File: config.mk
export PLATFORM = sky130hd
export DESIGN_NAME = sample_frame_loader
export DESIGN_NICKNAME = d
export VERILOG_FILES = /design/src/rtl/sample_frame_loader.sv
export SDC_FILE = /design/constraint.sdc
export NUM_CORES = 1
export LEC_CHECK = 0
export BUFFER_PORTS_ARGS = -buffer_cell sky130_fd_sc_hd__buf_2
export CORE_MARGIN = 1.5
export CORE_UTILIZATION = 38
export CTS_CLUSTER_SIZE = 28
export DETAILED_ROUTE_END_ITERATION = 7
export GPL_TIMING_DRIVEN = 0
export HOLD_SLACK_MARGIN = 0.15
export PLACE_DENSITY = 0.58
export SLEW_MARGIN = 30
export SYNTH_ARGS = -nofsm -noshare
export SYNTH_HDL_FRONTEND = slang
export SYNTH_SLANG_ARGS = --single-unit
File: constraint.sdc
create_clock -name clk -period 2.2 [get_ports clk]
set_input_delay 0.33 -clock clk [delete_from_list [all_inputs] [get_ports clk]]
set_output_delay 0.33 -clock clk [all_outputs]
set_load 0.02 [all_outputs]
File: src/rtl/sample_frame_loader.sv
// Byte-serial frame assembler with a double-buffered dispatch register that
// streams one channel sample per ready/valid beat.
module sample_frame_loader #(
  parameter int NUM_CHANNELS = 4,
  parameter int DATA_WIDTH   = 16
) (
  input  logic                  clk,
  input  logic                  rst_n,
  input  logic                  ena,
  input  logic [7:0]            byte_in,
  input  logic                  byte_wr,
  input  logic                  frame_go,
  input  logic                  out_ready,
  output logic                  out_valid,
  output logic [DATA_WIDTH-1:0] out_data,
  output logic [1:0]            out_chan,
  output logic                  frame_done,
  output logic [3:0]            byte_count,
  output logic                  busy,
  output logic [1:0]            err
);

  localparam int         BYTES      = NUM_CHANNELS * DATA_WIDTH / 8;
  localparam int         FRAME_W    = BYTES * 8;
  localparam logic [3:0] FULL_COUNT = 4'(BYTES);
  localparam logic [1:0] LAST_CHAN  = 2'(NUM_CHANNELS - 1);

  typedef enum logic {
    IDLE = 1'b0,
    SEND = 1'b1
  } state_t;

  state_t state, state_next;

  logic [FRAME_W-1:0] asm_reg;
  logic [FRAME_W-1:0] dispatch_reg;
  logic [FRAME_W-1:0] asm_shift;
  logic [FRAME_W-1:0] asm_first;
  logic               full;
  logic               go_accept;
  logic               beat;
  logic               last_beat;

  assign full      = (byte_count == FULL_COUNT);
  // frame_go is judged against the count before any same-cycle byte write
  assign go_accept = ena && frame_go && (state == IDLE) && full;
  assign beat      = ena && (state == SEND) && out_ready;
  assign last_beat = beat && (out_chan == LAST_CHAN);

  always_comb begin
    asm_shift       = asm_reg << 8;
    asm_shift[7:0]  = byte_in;
    asm_first       = '0;
    asm_first[7:0]  = byte_in;
  end

  always_ff @(posedge clk or negedge rst_n) begin
    if (!rst_n) begin
      state <= IDLE;
    end else begin
      state <= state_next;
    end
  end

  always_comb begin
    state_next = state;
    out_valid  = 1'b0;
    busy       = 1'b0;
    case (state)
      IDLE: begin
        if (go_accept) state_next = SEND;
      end
      SEND: begin
        out_valid = 1'b1;
        busy      = 1'b1;
        if (last_beat) state_next = IDLE;
      end
      default: state_next = IDLE;
    endcase
  end

  always_ff @(posedge clk or negedge rst_n) begin
    if (!rst_n) begin
      asm_reg      <= '0;
      dispatch_reg <= '0;
      byte_count   <= '0;
      out_chan     <= '0;
      frame_done   <= 1'b0;
      err          <= '0;
    end else if (ena) begin
      frame_done <= last_beat;

      if (go_accept) begin
        dispatch_reg <= asm_reg;
        out_chan     <= '0;
      end else if (beat) begin
        out_chan <= last_beat ? 2'd0 : out_chan + 2'd1;
      end

      // A byte arriving with an accepted go starts the next frame
      if (go_accept) begin
        byte_count <= byte_wr ? 4'd1 : 4'd0;
        if (byte_wr) asm_reg <= asm_first;
      end else if (byte_wr) begin
        if (!full) begin
          asm_reg    <= asm_shift;
          byte_count <= byte_count + 4'd1;
        end else begin
          err[0] <= 1'b1;
        end
      end

      if (frame_go && (state == IDLE) && !full) err[1] <= 1'b1;
    end
  end

  always_comb begin
    out_data = '0;
    for (int i = 0; i < NUM_CHANNELS; i++) begin
      if (out_chan == 2'(i)) out_data = dispatch_reg[i*DATA_WIDTH +: DATA_WIDTH];
    end
  end

endmodule

==> Yosys cells after proc, flatten, opt, wreduce, memory -nomap -nowiden <==
Cells that the tools add are included.
{ "word_totals": {"reg_bits": 138, "latch_bits": 0, "ramBits": 0, "romBits": 0, "wordCells": 54, "mem_count": 0} }
{ "classes": {"add_sub_neg": 2, "multipliers": 0, "n_div": 0, "n_lt_le_gt_ge": 0, "eq_ne": 5, "shift": 0, "mux": 19, "bitwise_logic": 2, "reduce_logical": 18} }
{ "ops": {"columns": ["op", "n"], "rows": [
  ["$mux 64", 4],
  ["$mux 16", 4],
  ["$mux 4", 3],
  ["$logic_and 1x1->1", 8],
  ["$mux 2", 3],
  ["$reduce_and 2->1", 3],
  ["$reduce_and 3->1", 2],
  ["$add 4x1->4 const B", 1],
  ["$eq 2x2->1 const B", 2],
  ["$eq 4x4->1 const B", 1],
  ["$mux 1", 4],
  ["$reduce_and 4->1", 1],
  ["$reduce_bool 2->1", 2],
  ["$add 2x1->2 const B", 1],
  ["$eq 2x1->1 const B", 1],
  ["$logic_not 2->1", 1],
  ["$ne 2x1->1 const B", 1],
  ["$not 1->1", 2],
  ["$pmux 1 s2", 1],
  ["$logic_not 1->1", 1]
]} }

==> Logic depth before layout (Yosys ltp) <==
Gate-level depths: netlist of the first run.
{ "logic_depth": {"depth_word": 6, "depth_mapped": 7, "mapped_depth_nobuf": 5} }

==> Worst setup path before layout of the first run <==
Ideal clock, no wire load.
{ "synth_timing": {"kind": "register to output", "from": "register out_chan[0]", "to": "output port out_data[10]", "arrival_ps": 1656, "setup_slack_ps": 214, "stages_incl_launch_ff": 8, "path_cell_list": "dfrtp_1 -> inv_1 -> ha_1 -> clkbuf_1 -> clkbuf_1 -> nand2_1 -> o21ai_0 -> a22o_1"} }
{ "synth_via": {"elab_chain_len": 5} }
{ "synth_lines": {"columns": ["element", "line_no", "source"], "rows": [
  ["start: declaration", "16", "output logic [1:0] out_chan,"],
  ["start signal: assignment", "97", "out_chan <= last_beat ? 2'd0 : out_chan + 2'd1;"],
  ["$logic_not 2->1", "120", "if (out_chan == 2'(i)) out_data = dispatch_reg[i*DATA_WIDTH +: DATA_WIDTH];"],
  ["$mux 16 (3 in a row)", "120", null],
  ["$mux 16 (*)", "120", null],
  ["end: declaration", "15", "output logic [DATA_WIDTH-1:0] out_data,"]
]} }
Every way passes the cells marked *; elsewhere a longest branch is shown, timed or not.

==> Worst setup path after layout of the first run <==
{ "layout_timing": {"from": "register out_chan[1]", "to": "output port out_data[12]"} }
Same word-level chain as after synthesis.

==> results of run 1 <==
==> cell families (layout without fill, tap and decap cells) <==
group	count (synthesis)	count (layout)	share of synthesized area
compound gates	145	145	0.175
flops	138	138	0.595
mux	60	60	0.119
buf+inv	58	140	0.0506
simple gates	55	55	0.0485
fa+ha+maj	6	6	0.0129
==> area by class of cell <==
class / count / area, sq um
clock buffers: 25 / 495
flip-flops and latches: 138 / 3460
fillers: 1256 / 7310
multi-input cells: 266 / 2290
repair buffers: 56 / 480
clock inverters: 3 / 40.0
plain buffers: 35 / 315
inverters: 21 / 83.8
well taps: 184 / 230
==> placed cells by master (no fill, tap or decap), drive strengths merged, types with 2 or more instances in the layout <==
cell type / n
dfrtp: 138
a22o: 69
buf: 68
mux2: 58
clkbuf: 38
o21ai: 35
a21oi: 34
nand3: 22
inv: 21
nand2: 18
dlygate4sd3: 10
ha: 6
a21o: 5
nor2: 4
and3: 3
and3b: 2
mux2i: 2
or3: 2
clkinv: 2
nand3b: 2
==> path summary, 6_finish.rpt <==
kind	start	to	depth (start not counted)	slack, ns
min in group asynchronous	rst_n	byte_count[2]	2	0.42
min	out_ready	frame_done	3	0.21
max reg2reg	byte_count[0]	dispatch_reg[43]	7	0.17
max in group asynchronous	rst_n	asm_reg[14]	3	1.04
min reg2reg	err[1]	err[1]	1	0.46
max	out_chan[1]	out_data[12]	7	-0.02
==> stage by stage <==
step                       util  worst slack, ns  std cells
final                     0.503          -0.0202        728
after global routing      0.503          -0.0796        728
after CTS                 0.495          -0.0402        728
after detailed placement  0.427           -0.314        686
after global placement    0.424            -1.08        685
after floorplan               -            0.214        462
==> power groups by stage <==
stage	logic (W)	registers, W	clock network [W]
2_1_floorplan	0.00204	0.00400	0
3_3_place_gp	0.00293	0.00406	0
3_5_place_dp	0.00299	0.00411	0
4_1_cts	0.00375	0.00412	0.00268
5_1_grt	0.00427	0.00429	0.00279
6_report	0.00396	0.00417	0.00264
==> layer usage <==
metal,global-route usage,wire (um),up-vias
li1,-,-,1828
met5,0,0,-
met2,0.301,6830,50
met3,0.0536,392,18
met4,0.0581,175,0
met1,0.253,6580,2013
==> timing repair <==
| item | in CTS | in global routing |
|---|---|---|
| endpoints found under the setup margin | 27 | 59 |
| gates resized for setup | 101 | 33 |
| hold endpoints to repair | 71 | 0 |
| hold buffers | 10 | 0 |
| pin swaps | 12 | 9 |
| setup buffers | 4 | 0 |
| gates cloned | 2 | 0 |
==> tightest hold or removal path: stages <==
cell	delay [ns]
buf_2	0.10
nand4_1	0.09
o21ai_0	0.07
==> metrics.txt, run 1 <==
Die Ht=127 um; final number of setup-violating endpoints=8; DRT antenna net count=0; Mean Syn Cell Area=12.6 sq um; number of antenna violations at the first check in global routing=0; Yosys top cell area share=0.595; clk sinks=138; Reg power frac=0.387; Max Cap Viol=0; CTS buffer count=17; Net Sw Frac=0.344; clock slew at reported path FFs=0.06 ns; peak supply drop=0.649 mV; Slew @ Worst Pin=0.528 ns; status=finished, violations left; most frequent cells after synthesis=138 x dfrtp_1, 69 x a22o_1, 54 x mux2_2; DR WL/cell=19.2 um; CTS tree=done; Synth Instances=462; PortBufs=39; Root Buffer=clkbuf_16; CP Capture Type=primary output; WL final=14000 um; Critical Path Source Type=register; Die Width=127 um; HPWL after DPL=9420 um; Leakage=3.55 nW; ANT cells=0; Initial Util=0.395; most frequent cell after synthesis=dfrtp_1; number of DRC markers in iteration 0=205; largest net degree at the start of global routing=77; DR vias/cell=5.37; Worst Skew=0.00678 ns; Final min period=2.22 ns; WP data required=1.87 ns; Top Family by Delay on Critical Path=flip-flops; failing checks=negative setup slack; Crit Path Category=reg2out; die area=16000 sq um; routability cong.=0.789; fmax=0.450 GHz; largest area contributor in the netlist=dfrtp_1; Final Cell Area=7390 sq um; Psw=0.00370 W; Site Rows=44; slowest CP cell=dfrtp_2; Fin. Hold Viols=0; Synth area leaders=dfrtp_1 59%, mux2_2 10%, a22o_1 10%; Final period util=1.01; dpl cell area=6270 sq um; worst-path cell chain=inv_4 > ha_4 > clkbuf_16 > a21oi_2 > o21ai_2 > a22o_1 > buf_6; Max-slew headroom=0.648; clk_lat worst skew=0.42 ns; #FFs+latches synth=138; via count=3909; hold slack=0.207 ns; Clock Path Buffers=2; Main synth FF type=dfrtp_1; IO Pins=41; number of synthesized flops with an enable pin=0; Critical path buffers and inverters=3; worst min path class=in2reg; DRC violations left=0; Clk network pwr share=0.245; Yosys cell types=28; register area share after synthesis=0.595; vias in the first global route=4123; crit-path max FO=10; First-pass DRT Iterations=4; CTS H-tree lvls=4; asr flop ratio synth=1.00; combinational power share=0.368; Int Pwr=0.00707 W; Overflow after GRT=0; Total GRT Usage=0.190; share of layout cells above drive strength 1=0.379; Slew Limit Fails=0; Total Nets Final=555; Tot Pwr=0.0108 W; first-pass GRT wire length=22700 um; mapped cell area=5810 sq um; Cell Pwr Density=1460 nW/um^2; Synthesis Warnings=0; core area=14700 sq um; Setup WS post-layout=-0.0202 ns; max incr delay on CP=0.44 ns; RSZ-0062 raised after global routing=yes; total negative slack=-0.104 ns; Worst EP arrival=1.89 ns; Mapped Nets=482; Layout Area Growth over Synthesis=27.3%
Note: power is estimated with default switching activity, not from simulation.
==> inputs of run 2 (changes only) <==
- RECOVER_POWER: default -> 100
==> metrics.txt, run 2 (synthesis gave the netlist of run 1 again) <==
CP Capture Type=primary output; die area=16000 sq um; vias in the first global route=4123; clock slew at reported path FFs=0.06 ns; worst-path cell chain=inv_4 > ha_4 > clkbuf_16 > a21oi_4 > o21ai_2 > a22o_1 > buf_6; RSZ-0062 raised after global routing=yes; worst min path class=in2reg; Cell Pwr Density=1460 nW/um^2; WP data required=1.87 ns; IO Pins=41; Final min period=2.22 ns; Total GRT Usage=0.190; Max-slew headroom=0.0370; Setup WS post-layout=-0.0170 ns; Die Ht=127 um; Crit Path Category=reg2out; pre-CTS setup slack=-0.314 ns; filler cell count in the final layout=1271; Initial Util=0.395; Final period util=1.01; Slew @ Worst Pin=1.44 ns; peak supply drop=0.607 mV; Max Cap Viol=0; combinational power share=0.366; total negative slack=-0.0705 ns; final number of setup-violating endpoints=6; CTS buffer count=17; HPWL after DPL=9420 um; failing checks=negative setup slack; CTS H-tree lvls=4; clk sinks=138; Total Nets Final=555; ANT cells=0; Int Pwr=0.00704 W; Die Width=127 um; DRC violations left=0; placed cells=686; WL final=14000 um; number of antenna violations at the first check in global routing=0; most frequent cells in the layout=136 x dfrtp_1, 69 x a22o_1, 54 x mux2_2; slowest CP cell=dfrtp_2; Top Family by Delay on Critical Path=compound AO/OA/AOI/OAI gates; max incr delay on CP=0.43 ns; core area=14700 sq um; number of DRC markers in iteration 0=206; largest net degree at the start of global routing=77; via count=3894; Worst Skew=0.00634 ns; Clock Path Buffers=2; first-pass GRT wire length=22700 um; First-pass DRT Iterations=4; fmax=0.451 GHz; routability cong.=0.789; Critical path buffers and inverters=3; Clk network pwr share=0.246; Site Rows=44; Overflow after GRT=0; clk_lat worst skew=0.42 ns; crit-path max FO=6; fin cells=728; Fin. Hold Viols=0; Reg power frac=0.388; share of layout cells above drive strength 1=0.362; Leakage=3.50 nW; DR WL/cell=19.2 um; status=finished, violations left; Net Sw Frac=0.345; PortBufs=39; Worst EP arrival=1.89 ns; most common cell after layout, fill and taps aside=dfrtp_1; Layout Area Growth over Synthesis=26.2%; CTS tree=done; Root Buffer=clkbuf_16; DRT antenna net count=0; Critical Path Source Type=register; DR vias/cell=5.35; Psw=0.00370 W; Slew Limit Fails=0
-- run 2: changes by cell type in the layout (fill, tap and decap cells not counted), sizes merged --
| cell | before | now |
|---|---|---|
| clkbuf | 38 | 56 |
| buf | 68 | 50 |
-- run 2: per-layer routing --
layer / vias to the layer above / GRT usage / part of all wire
met5: - / 0 / 0
met2: 60 / 0.301 / 0.49
li1: 1826 / - / -
met4: 0 / 0.0581 / 0.012
met1: 1995 / 0.253 / 0.47
met3: 13 / 0.0536 / 0.032
-- run 2: worst paths after layout --
path	start	to	slack [ns]	cells after the start
max	out_chan[1]	out_data[2]	-0.02	7
min	byte_wr	byte_count[0]	0.21	3
max reg2reg	byte_count[0]	dispatch_reg[43]	0.06	7
min reg2reg	err[1]	err[1]	0.46	1
max in group asynchronous	rst_n	asm_reg[14]	0.35	3
min in group asynchronous	rst_n	byte_count[2]	0.78	2
-- run 2: final cells by class --
class,instances,area [sq um],area share
well taps,184,230,0.0314
clock buffers,25,495,0.0676
inverters,21,83.8,0.0114
repair buffers,56,452,0.0616
multi-input cells,266,2280,0.312
plain buffers,35,289,0.0394
clock inverters,3,40.0,0.00546
flip-flops and latches,138,3460,0.471
-- run 2: timing repair --
action	4_1_cts	5_1_grt
hold buffers	10	0
endpoints found under the hold margin	71	0
gates cloned	2	0
setup buffers	4	0
endpoints found under the setup margin	27	59
gates resized for setup	101	33
pin swaps	12	9
-- run 2: worst min-delay path: stages --
cell and delay [ns]:
buf_2 0.11, nand3_1 0.07, o211ai_1 0.08
-- run 2: power by group through the flow --
stage	combinational [W]	clock [W]	sequential (W)
2_1_floorplan	0.00204	0	0.00400
3_3_place_gp	0.00293	0	0.00406
3_5_place_dp	0.00299	0	0.00411
4_1_cts	0.00375	0.00268	0.00412
5_1_grt	0.00424	0.00279	0.00429
6_report	0.00393	0.00264	0.00417
-- run 2: metrics by stage --
stage | power, W | hold slack [ns] | area [sq um] | util
final | 0.0107 | 0.210 | 7330 | 0.499
after CTS | 0.0106 | 0.197 | 7280 | 0.495
after floorplan | 0.00604 | 0.0344 | 5810 | -
after detailed placement | 0.00711 | 0.301 | 6270 | 0.427
after global routing | 0.0113 | 0.222 | 7330 | 0.499
after global placement | 0.00699 | 0.438 | 6230 | 0.424
